[src/rtl/datapath_regfile_pkg.sv]
// Shared micro-op encodings between the control unit and the datapath register file:
// load-strobe bit positions, bus source codes, ALU ops, increment and clear codes.
package dp_defs;

  localparam int WE_W  = 13;
  localparam int WE_ARB = 12;
  localparam int WE_AR  = 11;
  localparam int WE_PC  = 10;
  localparam int WE_DR  = 9;
  localparam int WE_IR  = 8;
  localparam int WE_R   = 7;
  localparam int WE_TR  = 6;
  localparam int WE_AC  = 5;
  localparam int WE_R1  = 4;
  localparam int WE_R2  = 3;
  localparam int WE_RI  = 2;
  localparam int WE_RJ  = 1;
  localparam int WE_RK  = 0;

  typedef enum logic [3:0] {
    BUS_IMEM = 4'd0,
    BUS_DMEM = 4'd1,
    BUS_PC   = 4'd2,
    BUS_DR   = 4'd3,
    BUS_R    = 4'd4,
    BUS_AC   = 4'd5,
    BUS_TR   = 4'd6,
    BUS_R1   = 4'd7,
    BUS_R2   = 4'd8,
    BUS_RI   = 4'd9,
    BUS_RJ   = 4'd10,
    BUS_RK   = 4'd11
  } bus_sel_e;

  typedef enum logic [3:0] {
    ALU_ADD  = 4'd0,
    ALU_SUB  = 4'd1,
    ALU_MUL  = 4'd2,
    ALU_PASS = 4'd5
  } alu_op_e;

  typedef enum logic [1:0] {
    INC_NONE  = 2'b00,
    INC_PC    = 2'b01,
    INC_AC    = 2'b10,
    INC_NONE2 = 2'b11
  } inc_op_e;

  localparam int CLR_W  = 3;
  localparam int CLR_PC = 0;
  localparam int CLR_TR = 1;
  localparam int CLR_AC = 2;

endpackage

[src/rtl/datapath_alu.sv]
// Accumulator ALU: combinational, results wrap modulo 2^DATA_W with no flags.
// Unlisted op codes leave the accumulator unchanged.
module datapath_alu
  import dp_defs::*;
#(
  parameter int DATA_W = 16
) (
  input  logic [DATA_W-1:0] ac,
  input  logic [DATA_W-1:0] operand,
  input  logic [3:0]        alu_mode,
  output logic [DATA_W-1:0] result
);

  // Keeps only the low DATA_W bits of a double-width product.
  function automatic logic [DATA_W-1:0] wrap_mul(input logic [DATA_W-1:0] a,
                                                 input logic [DATA_W-1:0] b);
    logic [2*DATA_W-1:0] full;
    full = {{DATA_W{1'b0}}, a} * {{DATA_W{1'b0}}, b};
    return full[DATA_W-1:0];
  endfunction

  always_comb begin
    result = ac;
    case (alu_mode)
      ALU_ADD:  result = ac + operand;
      ALU_SUB:  result = ac - operand;
      ALU_MUL:  result = wrap_mul(ac, operand);
      ALU_PASS: result = operand;
      default:  result = ac;
    endcase
  end

endmodule

[src/rtl/datapath_regfile.sv]
// Register file and shared bus of the matrix-multiplier core; executes the control
// unit's per-cycle load/inc/clr micro-ops and returns ir and the registered zero flag.
module datapath_regfile
  import dp_defs::*;
#(
  parameter int DATA_W = 16,
  parameter int ADDR_W = 8
) (
  input  logic              clk,
  input  logic              rst_n,
  input  logic [WE_W-1:0]   write_en,
  input  logic [3:0]        bus_ld,
  input  logic [1:0]        inc,
  input  logic [CLR_W-1:0]  clr,
  input  logic [3:0]        alu_mode,
  input  logic [DATA_W-1:0] imem_rdata,
  input  logic [DATA_W-1:0] dmem_rdata,
  output logic [DATA_W-1:0] bus,
  output logic [ADDR_W-1:0] imem_addr,
  output logic [ADDR_W-1:0] dmem_addr,
  output logic [7:0]        ir,
  output logic              z,
  output logic [DATA_W-1:0] ac
);

  localparam logic [DATA_W-1:0] AC_ONE = 1;
  localparam logic [ADDR_W-1:0] PC_ONE = 1;

  logic [ADDR_W-1:0] arb_q, ar_q, pc_q;
  logic [DATA_W-1:0] dr_q, r_q, tr_q, ac_q;
  logic [DATA_W-1:0] r1_q, r2_q, ri_q, rj_q, rk_q;
  logic [7:0]        ir_q;
  logic              z_q;

  logic [DATA_W-1:0] bus_val;
  logic [DATA_W-1:0] alu_res;
  logic [DATA_W-1:0] ac_next;
  logic              ac_upd;
  logic [ADDR_W-1:0] pc_next;
  logic              pc_upd;
  logic [DATA_W-1:0] tr_next;
  logic              tr_upd;

  // Bus source mux: reads always see the registered (pre-edge) values.
  always_comb begin
    bus_val = '0;
    case (bus_ld)
      BUS_IMEM: bus_val = imem_rdata;
      BUS_DMEM: bus_val = dmem_rdata;
      BUS_PC:   bus_val = {{(DATA_W-ADDR_W){1'b0}}, pc_q};
      BUS_DR:   bus_val = dr_q;
      BUS_R:    bus_val = r_q;
      BUS_AC:   bus_val = ac_q;
      BUS_TR:   bus_val = tr_q;
      BUS_R1:   bus_val = r1_q;
      BUS_R2:   bus_val = r2_q;
      BUS_RI:   bus_val = ri_q;
      BUS_RJ:   bus_val = rj_q;
      BUS_RK:   bus_val = rk_q;
      default:  bus_val = '0;
    endcase
  end

  datapath_alu #(
    .DATA_W(DATA_W)
  ) u_alu (
    .ac       (ac_q),
    .operand  (bus_val),
    .alu_mode (alu_mode),
    .result   (alu_res)
  );

  // Per-register priority for AC, PC and TR: clear, then load, then increment.
  always_comb begin
    ac_next = ac_q;
    ac_upd  = 1'b0;
    if (clr[CLR_AC]) begin
      ac_next = '0;
      ac_upd  = 1'b1;
    end else if (write_en[WE_AC]) begin
      ac_next = alu_res;
      ac_upd  = 1'b1;
    end else if (inc == INC_AC) begin
      ac_next = ac_q + AC_ONE;
      ac_upd  = 1'b1;
    end
  end

  always_comb begin
    pc_next = pc_q;
    pc_upd  = 1'b0;
    if (clr[CLR_PC]) begin
      pc_next = '0;
      pc_upd  = 1'b1;
    end else if (write_en[WE_PC]) begin
      pc_next = bus_val[ADDR_W-1:0];
      pc_upd  = 1'b1;
    end else if (inc == INC_PC) begin
      pc_next = pc_q + PC_ONE;
      pc_upd  = 1'b1;
    end
  end

  always_comb begin
    tr_next = tr_q;
    tr_upd  = 1'b0;
    if (clr[CLR_TR]) begin
      tr_next = '0;
      tr_upd  = 1'b1;
    end else if (write_en[WE_TR]) begin
      tr_next = bus_val;
      tr_upd  = 1'b1;
    end
  end

  always_ff @(posedge clk or negedge rst_n) begin
    if (!rst_n) begin
      arb_q <= '0;
      ar_q  <= '0;
      pc_q  <= '0;
      dr_q  <= '0;
      ir_q  <= '0;
      r_q   <= '0;
      tr_q  <= '0;
      ac_q  <= '0;
      r1_q  <= '0;
      r2_q  <= '0;
      ri_q  <= '0;
      rj_q  <= '0;
      rk_q  <= '0;
      z_q   <= 1'b1;
    end else begin
      if (write_en[WE_ARB]) arb_q <= bus_val[ADDR_W-1:0];
      if (write_en[WE_AR])  ar_q  <= bus_val[ADDR_W-1:0];
      if (write_en[WE_DR])  dr_q  <= bus_val;
      if (write_en[WE_IR])  ir_q  <= bus_val[7:0];
      if (write_en[WE_R])   r_q   <= bus_val;
      if (write_en[WE_R1])  r1_q  <= bus_val;
      if (write_en[WE_R2])  r2_q  <= bus_val;
      if (write_en[WE_RI])  ri_q  <= bus_val;
      if (write_en[WE_RJ])  rj_q  <= bus_val;
      if (write_en[WE_RK])  rk_q  <= bus_val;
      if (pc_upd)           pc_q  <= pc_next;
      if (tr_upd)           tr_q  <= tr_next;
      // z tracks the value AC is about to take, so it lines up with AC after the edge.
      if (ac_upd) begin
        ac_q <= ac_next;
        z_q  <= (ac_next == '0);
      end
    end
  end

  assign bus       = bus_val;
  assign imem_addr = ar_q;
  assign dmem_addr = arb_q;
  assign ir        = ir_q;
  assign z         = z_q;
  assign ac        = ac_q;

endmodule

[config.mk]
export PLATFORM = sky130hd
export DESIGN_NAME = datapath_regfile
export DESIGN_NICKNAME = d
export VERILOG_FILES = /design/src/rtl/datapath_regfile_pkg.sv /design/src/rtl/datapath_alu.sv /design/src/rtl/datapath_regfile.sv
export SDC_FILE = /design/constraint.sdc
export NUM_CORES = 1
export LEC_CHECK = 0
export ABC_AREA = 1
export BUFFER_PORTS_ARGS = -buffer_cell sky130_fd_sc_hd__clkbuf_2
export CAP_MARGIN = 25
export CORE_MARGIN = 2
export CORE_UTILIZATION = 35
export DETAILED_ROUTE_END_ITERATION = 8
export GPL_ROUTABILITY_DRIVEN = 0
export GPL_TIMING_DRIVEN = 0
export PLACE_DENSITY_LB_ADDON = 0.3
export SYNTH_ARGS = -nofsm -noshare
export SYNTH_HDL_FRONTEND = slang
export SYNTH_SLANG_ARGS = --single-unit
[constraint.sdc]
create_clock -name clk -period 16.3 [get_ports clk]
set_clock_uncertainty 0.05 [all_clocks]
set_input_delay 1.63 -clock clk [delete_from_list [all_inputs] [get_ports clk]]
set_output_delay 1.63 -clock clk [all_outputs]
set_load 0.05 [all_outputs]
==> impl_metrics.csv, run 1 <==
group,metric,value,unit
final_layout,nFillCells,4265,
logic_synthesis,synth_compound_area_share,10.8,%
logic_synthesis,yosys.area_share.adder,17.1,%
clocking,post_cts_buffers,0,
detailed_routing,vias,14400,
hold_path,min-delay-start,"z",
floorplanning,num_rows,74,
sta,fmax,0.108,GHz
placed_design,hpwl,39500,microns
sta,fin_tns_setup,0,ns
logic_synthesis,synth_top_area_share,30.4,%
hold_path,hold_end,"z",
final_layout,final_nets,2404,
logic_synthesis,ys_types,44,
clocking,clock-root-buffer,"clkbuf_16",
detailed_routing,ant_nets,0,
worst_setup_path,critPathRequiredTime,16.64,ns
power,peakVddDrop,0.0000762,V
final_layout,antennaDiodeCount,0,
logic_synthesis,synth_cells,2059,
global_routing,grt_first_pass_wirelength,81800,microns
power,power.total,1.45,mW
sta,period_minus_slack,9.29,ns
global_routing,grt_pass1_vias,13800,
worst_setup_path,worst-r2r-setup-slack,8.02,ns
worst_setup_path,start_kind,"primary input",
sta,slew_viol_final,0,
logic_synthesis,ys_seq_area_share,30.6,%
power,clock_power_share,30.0,%
sta,final-hold-violation-count,0,
power,p_seq_share,35.8,%
logic_synthesis,ys_ff_latch,177,
sta,worst_pin_slew,1.04,ns
logic_synthesis,synth_most_common_cell,"nand2_1",
logic_synthesis,syn_nets,2268,
sta,maxSlewHeadroom,30.5,%
logic_synthesis,synth_area,0.0145,sq mm
floorplanning,core,0.0408,sq mm
clocking,cts_made_buffers,17,
sta,rsz0062_at_grt,"no",
worst_setup_path,crit_arrival,9.63,ns
clocking,cts.path.max_buffers,2,
detailed_routing,drt_iter0_drc,1607,
floorplanning,floorplan.initialDensity,35.4,%
logic_synthesis,synth_edf_count,0,
logic_synthesis,synth_top_family_by_area,"simple AND/OR/NAND/NOR gates",
clocking,holdBufCountCts,0,
detailed_routing,route.detailed.drc,0,
detailed_routing,routed_via_density,5.25,
floorplanning,ios,117,
power,switching_share,41.6,%
placed_design,io_buffers,115,
logic_synthesis,synth-simple-area-share,27.6,%
worst_setup_path,path_class,"in2reg",
global_routing,grt_start_max_net_pins,101,
status,status,"complete, no violations",
hold_path,min_path_type,"reg2reg",
floorplanning,die_x,207,microns
final_layout,drive_gt1_share,9.28,%
clocking,cts_tree,"yes",
worst_setup_path,reg2reg_from,"ac[1]",
clocking,cts-resized-gates,0,
global_routing,grtUsageTotal,24.8,%
detailed_routing,detail_route.wl_per_cell,19.4,microns
worst_setup_path,crit_slowest_cell,"nor2_1",
global_routing,grt_overflow,0,
worst_setup_path,worst-path-buf-inv,9,
clocking,clock_latency,0.46,ns
power,powerDensity,88.6,mW/mm^2
power,p_switching,603,uW
sta,setup_viol,0,
run,cap_violations,0,
final_layout,syn_to_final_growth,13.2,%
logic_synthesis,avgSynthCellArea,7.03,sq um
clocking,clock_sinks,177,
hold_path,hold_path_depth,2,
worst_setup_path,cpPeakStageDelay,0.79,ns
worst_setup_path,cp_top_family,"adder cells",
global_routing,antenna_found_initial,0,
power,p_comb_share,34.2,%
power,p_int,847,uW
floorplanning,die_h,207,microns
logic_synthesis,synth_xor_area_share,1.57,%
clocking,clk_pin_slew,0.07,ns
worst_setup_path,reg2regPathDepth,32,
detailed_routing,wirelength,53300,microns
logic_synthesis,async_reset_ff_share,100,%
clocking,htreeDepth,4,
worst_setup_path,r2r_end,"z",
sta,finalCritPeriodShare,57.0,%
detailed_routing,firstDrtPassIters,5,
logic_synthesis,ys_warn_count,0,
logic_synthesis,yosys-top-cells-area,"dfrtp_1 (30%), nand2_1 (16%), fa_1 (11%)",
logic_synthesis,synthMuxAreaShare,0.0692,%
worst_setup_path,critPathCaptureType,"flip-flop",
power,p_leak,8.94,nW
worst_setup_path,path_max_fanout,10,
logic_synthesis,yosysTopAreaCell,"dfrtp_1",
logic_synthesis,synth-main-ff-cell,"dfrtp_1",
logic_synthesis,yosys-top-cells-count,"nand2_1 (601), inv_1 (360), o21ai_0 (182), dfrtp_1 (176), nand3_1 (162)",
floorplanning,die_area,0.0430,sq mm
[power by group through the flow]
stage / logic (mW) / registers, mW / clock network (mW)
2_1_floorplan: 0.293 / 0.552 / 0
3_3_place_gp: 0.480 / 0.525 / 0
3_5_place_dp: 0.487 / 0.526 / 0
4_1_cts: 0.491 / 0.518 / 0.437
5_1_grt: 0.551 / 0.524 / 0.453
6_report: 0.496 / 0.519 / 0.436
[flip-flops by register name, summed over array words and instances (netlist names)]
register,cells
ri_q,16
pc_q,8
dmem_addr,8
z,1
ir,8
rj_q,16
r1_q,16
rk_q,16
ac,16
r_q,16
tr_q,16
imem_addr,8
dr_q,16
r2_q,16
[cell families (layout without fill, tap and decap cells)]
logic type	after synthesis	count (layout)
AOI/OAI and AO/OA	287	287
xor gates and xnor gates	26	26
adders and majority gates	149	149
buffers and inverters	463	612
DFF	177	177
muxes	1	1
and+or+nand+nor	956	956
[stage by stage]
step / setup slack, ns / instances / utilization [%] / area (sq um) / hold slack [ns]
6_report: 7.01 / 2740 / 40.1 / 16400 / 0.422
3_3_place_gp: 6.74 / 2706 / 38.5 / 15700 / 0.413
5_1_grt: 6.63 / 2740 / 40.1 / 16400 / 0.445
2_1_floorplan: 8.15 / 2059 / - / 14500 / 0.403
4_1_cts: 7.18 / 2739 / 40.1 / 16400 / 0.424
3_5_place_dp: 6.72 / 2707 / 38.6 / 15700 / 0.415
[layout by cell type (no fill, tap or decap), drive strengths merged, types with 2 or more instances in the layout]
| cell type | instances |
|---|---|
| a21o | 2 |
| a21oi | 49 |
| a31oi | 2 |
| buf | 33 |
| clkbuf | 198 |
| clkinv | 11 |
| dfrtp | 176 |
| fa | 81 |
| ha | 68 |
| inv | 369 |
| nand2 | 602 |
| nand3 | 173 |
| nand3b | 4 |
| nand4 | 13 |
| nor2 | 136 |
| nor3 | 14 |
| nor4 | 4 |
| o2111ai | 2 |
| o211ai | 8 |
| o21a | 3 |
| o21ai | 184 |
| o221ai | 2 |
| o22ai | 21 |
| o32ai | 8 |
| or2 | 10 |
| xnor2 | 6 |
| xor2 | 20 |
[cell type report]
class | instances | area (sq um) | area share (%)
clock buffer | 19 | 443 | 2.70
inverter | 368 | 1380 | 8.44
sequential | 177 | 4430 | 27.1
tap | 532 | 666 | 4.06
clock inverter | 13 | 170 | 1.04
timing repair buffer | 117 | 627 | 3.83
buffer | 95 | 399 | 2.44
multi-input combinational | 1419 | 8260 | 50.4
[how the worst max path moves through the flow]
stage / startpoint / cells past startpoint / endpoint
floorplan: bus_ld[1] / 33 / z
global placement: bus_ld[1] / 33 / z
detailed placement: bus_ld[1] / 33 / z
CTS: bus_ld[1] / 33 / z
global route: bus_ld[1] / 33 / z
finish: bus_ld[0] / 34 / z
[worst reg2reg max path, delay by kind of cell (launching register included)]
kind            cells  cell delay [ns]
fa+ha+maj           7             3.43
buf+inv             9             2.08
simple gates       13             1.70
compound gates      3             0.49
flops               1             0.47
[layer usage]
metal / wire length (microns) / up-vias / track usage (%)
met5: 0 / - / 0
met4: 2980 / 0 / 12.4
met1: 21500 / 6901 / 32.8
li1: - / 6683 / -
met3: 4390 / 127 / 3.33
met2: 24400 / 684 / 40.0
No activity file was read; power rests on OpenSTA's default activity.
==> inputs of run 2 (changes only) <==
--- a/config.mk
+++ b/config.mk
@@ -5,7 +5,7 @@
 export SDC_FILE = /design/constraint.sdc
 export NUM_CORES = 1
 export LEC_CHECK = 0
-export ABC_AREA = 1
+export ABC_AREA = 0
 export BUFFER_PORTS_ARGS = -buffer_cell sky130_fd_sc_hd__clkbuf_2
 export CAP_MARGIN = 25
 export CORE_MARGIN = 2
==> constraint.sdc (replaced) <==
create_clock -name clk -period 9.5 [get_ports clk]
set_clock_uncertainty 0.05 [all_clocks]
set_input_delay 0.95 -clock clk [delete_from_list [all_inputs] [get_ports clk]]
set_output_delay 0.95 -clock clk [all_outputs]
set_load 0.05 [all_outputs]
==> impl_metrics.csv, run 2 <==
group,metric,value,unit
worst_setup_path,path_class,"in2reg",
hold_path,min_path_type,"reg2reg",
global_routing,grtUsageTotal,26.5,%
final_layout,post-route-util,40.2,%
final_layout,instances_no_fill,2243,
logic_synthesis,async_reset_ff_share,100,%
power,p_leak,7.14,nW
power,peakVddDrop,0.000124,V
final_layout,finalInstanceArea,0.0159,sq mm
clocking,cts.path.max_buffers,2,
final_layout,nFillCells,4091,
detailed_routing,route.detailed.drc,0,
floorplanning,num_rows,73,
logic_synthesis,synth_top_area_share,31.4,%
hold_path,hold_path_depth,2,
logic_synthesis,yosys-top-cells-area,"dfrtp_1 (31%), fa_1 (12%), a21oi_1 (6.5%)",
sta,finalCritPeriodShare,97.6,%
sta,maxSlewHeadroom,22.7,%
global_routing,grt_overflow,0,
placed_design,hpwl,40200,microns
logic_synthesis,synth-main-ff-cell,"dfrtp_1",
clocking,cts_tree,"yes",
worst_setup_path,crit_slowest_cell,"a2111oi_1",
logic_synthesis,ys_ff_latch,177,
clocking,clock_sinks,177,
final_layout,layout_common_cells,"nor2_1 (219), a21oi_1 (181), dfrtp_1 (176)",
final_layout,final_nets,1914,
sta,worst_pin_slew,1.16,ns
worst_setup_path,cp_top_family,"adder cells",
global_routing,antenna_found_initial,0,
power,powerDensity,187,mW/mm^2
hold_path,min-delay-start,"ri_q[5]",
worst_setup_path,critPathCaptureType,"flip-flop",
global_routing,grt_start_max_net_pins,94,
global_routing,use_met3,5.88,%
worst_setup_path,worst-path-buf-inv,8,
detailed_routing,drt_iter0_drc,1410,
final_layout,final_common_cell,"nor2_1",
worst_setup_path,worst-r2r-setup-slack,0.70,ns
floorplanning,core,0.0396,sq mm
run,cap_violations,0,
worst_setup_path,critPathLaunch,"bus_ld[2]",
sta,final-hold-violation-count,0,
floorplanning,die_area,0.0417,sq mm
clocking,htreeDepth,4,
detailed_routing,routed_via_density,5.77,
worst_setup_path,reg2regPathDepth,27,
detailed_routing,vias,12900,
logic_synthesis,syn_nets,1791,
logic_synthesis,synth_cells,1582,
sta,rsz0062_at_grt,"no",
detailed_routing,wirelength,54500,microns
power,power.total,2.99,mW
floorplanning,ios,117,
detailed_routing,detail_route.wl_per_cell,24.3,microns
logic_synthesis,yosysTopAreaCell,"dfrtp_1",
floorplanning,die_h,204,microns
clocking,holdBufCountCts,0,
sta,setup_viol,0,
placed_design,dp_cells,2216,
floorplanning,die_x,204,microns
logic_synthesis,synth_edf_count,0,
logic_synthesis,yosys-top-cells-count,"nor2_1 (220), a21oi_1 (181), dfrtp_1 (176), inv_1 (130), nand2_1 (100)",
global_routing,grt_pass1_vias,13000,
status,status,"complete, no violations",
global_routing,use_met1,35.2,%
sta,slew_viol_final,0,
logic_synthesis,synth_most_common_cell,"nor2_1",
detailed_routing,ant_nets,0,
worst_setup_path,crit_arrival,9.60,ns
worst_setup_path,r2r_end,"z",
worst_setup_path,path_max_fanout,12,
worst_setup_path,timing.critical_path.mode_cell,"fa_1",
logic_synthesis,ys_types,88,
final_layout,antennaDiodeCount,0,
logic_synthesis,synth_area,0.0140,sq mm
placed_design,io_buffers,104,
clocking,clock-root-buffer,"clkbuf_16",
clocking,clk_pin_slew,0.07,ns
final_layout,drive_gt1_share,12.3,%
worst_setup_path,start_kind,"primary input",
sta,period_minus_slack,9.27,ns
global_routing,grt_first_pass_wirelength,81900,microns
clocking,clock_latency,0.45,ns
sta,fmax,0.108,GHz
hold_path,hold_end,"ri_q[5]",
logic_synthesis,avgSynthCellArea,8.87,sq um
worst_setup_path,critPathRequiredTime,9.83,ns
global_routing,use_met2,40.4,%
logic_synthesis,ys_seq_area_share,31.6,%
sta,fin_tns_setup,0,ns
worst_setup_path,cpPeakStageDelay,0.88,ns
clocking,post_cts_buffers,0,
global_routing,busiest_layer,"met2",
logic_synthesis,ys_warn_count,0,
detailed_routing,firstDrtPassIters,5,
worst_setup_path,reg2reg_from,"ac[6]",
placed_design,dpl_cell_area,0.0153,sq mm
floorplanning,floorplan.initialDensity,35.4,%
clocking,cts_made_buffers,17,
final_layout,syn_to_final_growth,13.5,%
run 2: changes by cell type after synthesis, sizes merged, moves of 25 or more:
| cell | delta |
|---|---|
| nand2 | -502 |
| inv | -226 |
| nand3 | -155 |
| o21ai | -147 |
| a21oi | +132 |
| nor2 | +84 |
| and2 | +44 |
| xnor2 | +36 |
| a211oi | +33 |
| nor2b | +29 |
| mux2i | +25 |
run 2: cells by family after synthesis:
| kind of cell | synth area share, % |
|---|---|
| adder cells (fa/ha/maj) | 17.6 |
| multiplexers | 3.81 |
| buffers and inverters | 7.57 |
| AND/OR/NAND/NOR | 16.8 |
| XOR/XNOR | 4.59 |
| flip-flops | 31.6 |
| AO/OA/AOI/OAI | 18.1 |
run 2: final cells by class:
type                    count  area [sq um]  share of cell area, %
clock buffers              20           467                   2.93
flip-flops and latches    177          4430                   27.8
multi-input cells        1148          8540                   53.6
inverters                 141           529                   3.32
well taps                 525           657                   4.12
repair buffers            110           618                   3.88
clock inverters            12           168                   1.05
plain buffers             110           517                   3.24
run 2: how the worst max path moves through the flow:
stage	endpoint	slack [ns]	cells past startpoint
2_1_floorplan	z	0.71	30
3_3_place_gp	z	-0.70	29
3_5_place_dp	z	-0.63	28
4_1_cts	z	0.03	30
5_1_grt	z	0.007	29
6_report	z	0.23	29
run 2: worst min-delay path: cells and delay by family, from the launching register on:
family           cells  cell delay [ns]
flip-flops           1             0.34
AO/OA/AOI/OAI        1             0.10
AND/OR/NAND/NOR      1             0.05
run 2: what timing repair did:
| item | 4_1_cts | 5_1_grt |
|---|---|---|
| pin swaps | 0 | 0 |
| hold endpoints to repair | 0 | 0 |
| gates resized for setup | 2 | 5 |
| endpoints found under the setup margin | 2 | 2 |
| cloned | 0 | 0 |
run 2: routing by layer:
layer / routed length, microns / vias up
li1: - / 5646
met1: 22000 / 6357
met2: 24000 / 774
met3: 5590 / 155
met4: 2920 / 0
met5: 0 / -
run 2: through the flow:
step	worst slack (ns)	hold WS (ns)
5_1_grt	0.00702	0.503
3_3_place_gp	-0.701	0.454
3_5_place_dp	-0.626	0.466
6_report	0.226	0.480
2_1_floorplan	0.705	0.436
4_1_cts	0.0291	0.481
run 2: where the power goes:
| part | internal, mW | switching, mW |
|---|---|---|
| Combinational | 0.453 | 0.820 |
| Sequential | 0.848 | 0.0840 |
| Clock | 0.442 | 0.338 |
==> inputs of run 3 (changes only) <==
==> constraint.sdc (replaced) <==
create_clock -name clk -period 8.9 [get_ports clk]
set_clock_uncertainty 0.05 [all_clocks]
set_input_delay 0.89 -clock clk [delete_from_list [all_inputs] [get_ports clk]]
set_output_delay 0.89 -clock clk [all_outputs]
set_load 0.05 [all_outputs]
==> impl_metrics.csv, run 3 (same netlist as run 2, synthesis figures left out) <==
group,metric,value,unit
sta,setup_viol,0,
hold_path,hold_path_depth,2,
power,power.total,3.21,mW
final_layout,post-route-util,40.8,%
floorplanning,die_area,0.0417,sq mm
sta,worst_pin_slew,1.03,ns
worst_setup_path,cp_top_family,"adder cells",
sta,fmax,0.115,GHz
detailed_routing,ant_nets,0,
clocking,clock-root-buffer,"clkbuf_16",
global_routing,grt_start_max_net_pins,94,
worst_setup_path,path_class,"in2reg",
run,cap_violations,0,
worst_setup_path,cpPeakStageDelay,0.55,ns
floorplanning,floorplan.initialDensity,35.4,%
power,peakVddDrop,0.000134,V
final_layout,final_common_cell,"nor2_1",
detailed_routing,firstDrtPassIters,5,
hold_path,hold_end,"ri_q[6]",
detailed_routing,vias,13000,
worst_setup_path,start_kind,"primary input",
clocking,cts_tree,"yes",
sta,finalCritPeriodShare,98.0,%
final_layout,antennaDiodeCount,0,
power,powerDensity,199,mW/mm^2
worst_setup_path,r2r_end,"z",
worst_setup_path,critPathRequiredTime,9.24,ns
floorplanning,num_rows,73,
status,status,"complete, no violations",
clocking,cts_made_buffers,17,
sta,period_minus_slack,8.72,ns
placed_design,hpwl,40200,microns
floorplanning,ios,117,
detailed_routing,detail_route.wl_per_cell,24.3,microns
hold_path,min-delay-start,"ri_q[6]",
worst_setup_path,timing.critical_path.mode_cell,"fa_1",
final_layout,layout_common_cells,"nor2_1 (217), a21oi_1 (180), dfrtp_1 (176)",
worst_setup_path,crit_slowest_cell,"fa_1",
global_routing,grt_overflow,0,
floorplanning,die_h,204,microns
clocking,cts.path.max_buffers,2,
global_routing,grtUsageTotal,26.4,%
global_routing,antenna_found_initial,0,
worst_setup_path,critPathCaptureType,"flip-flop",
clocking,htreeDepth,4,
sta,final-hold-violation-count,0,
floorplanning,core,0.0396,sq mm
detailed_routing,drt_iter0_drc,1467,
floorplanning,die_x,204,microns
clocking,clk_pin_slew,0.08,ns
hold_path,min_path_type,"reg2reg",
final_layout,final_nets,1920,
worst_setup_path,reg2reg_from,"ac[1]",
clocking,clock_sinks,177,
sta,slew_viol_final,0,
placed_design,dpl_cell_area,0.0153,sq mm
clocking,holdBufCountCts,0,
sta,maxSlewHeadroom,31.4,%
worst_setup_path,crit_arrival,9.06,ns
worst_setup_path,worst-path-buf-inv,6,
placed_design,io_buffers,104,
global_routing,grt_first_pass_wirelength,81800,microns
worst_setup_path,path_max_fanout,10,
detailed_routing,wirelength,54700,microns
final_layout,syn_to_final_growth,15.2,%
final_layout,finalInstanceArea,0.0162,sq mm
clocking,clock_latency,0.45,ns
detailed_routing,routed_via_density,5.76,
detailed_routing,route.detailed.drc,0,
global_routing,grt_pass1_vias,13000,
final_layout,drive_gt1_share,14.1,%
power,p_leak,7.24,nW
worst_setup_path,reg2regPathDepth,26,
worst_setup_path,worst-r2r-setup-slack,0.39,ns
[run 3: cell types whose count changed in the layout (fill, tap and decap cells not counted), sizes merged]
cell	delta
buf	+2
inv	-1
clkbuf	+4
clkinvlp	+1
[run 3: repair_timing]
| item | in CTS | in global routing |
|---|---|---|
| buffers inserted | 2 | 6 |
| pin swaps | 1 | 7 |
| endpoints found under the setup margin | 2 | 2 |
| gates resized for setup | 17 | 53 |
[run 3: worst max-delay path by stage]
stage               depth (start not counted)  endpoint  slack [ns]  startpoint
finish                                     28         z        0.18   bus_ld[1]
global route                               29         z       -0.02   bus_ld[3]
global placement                           29         z       -1.24   bus_ld[2]
CTS                                        28         z       0.004   bus_ld[2]
detailed placement                         28         z       -1.17   bus_ld[0]
floorplan                                  30         z        0.17   bus_ld[2]
[run 3: stage by stage]
step	setup slack, ns	TNS (ns)	hold slack (ns)	std cells
after floorplan	0.165	0	0.436	1582
after global placement	-1.24	-2.59	0.454	2211
after detailed placement	-1.17	-2.32	0.466	2216
after CTS	0.00359	0	0.481	2245
after global routing	-0.0208	-0.0208	0.503	2249
final	0.178	0	0.478	2249
[run 3: final cells by class]
class | instances | area, sq um
inverter | 141 | 552
clock inverter | 12 | 168
fill | 4049 | 23500
timing repair buffer | 117 | 667
buffer | 109 | 578
clock buffer | 20 | 467
multi-input combinational | 1148 | 8650
tap | 525 | 657
sequential | 177 | 4430
[run 3: worst register-to-register path, cell delays in order (launching register included)]
cell      delay [ns]
dfrtp_1         0.46
clkbuf_1        0.56
a22oi_1         0.24
o32ai_2         0.24
nor2_4          0.15
clkbuf_4        0.29
inv_1           0.35
nand2_1         0.14
fa_1            0.53
fa_1            0.54
inv_1           0.06
fa_1            0.50
fa_1            0.55
inv_1           0.05
fa_1            0.46
fa_1            0.42
xor2_1          0.17
xnor2_1         0.19
xnor2_1         0.16
xnor2_1         0.16
xnor3_1         0.26
xnor3_1         0.38
xnor3_1         0.39
xor3_1          0.44
o221ai_2        0.12
o311ai_2        0.34
a32o_2          0.26
[run 3: power breakdown]
| group | internal, mW | total (mW) | switching, mW |
|---|---|---|---|
| clock | 0.472 | 0.832 | 0.360 |
| combinational | 0.501 | 1.39 | 0.884 |
| sequential | 0.906 | 0.996 | 0.0906 |
| total | 1.88 | 3.21 | 1.33 |
[run 3: routing by layer]
| layer | wire (microns) | track usage [%] |
|---|---|---|
| met5 | 0 | 0 |
| met4 | 2990 | 13.7 |
| met1 | 22500 | 35.5 |
| met2 | 24000 | 40.1 |
| met3 | 5220 | 5.45 |
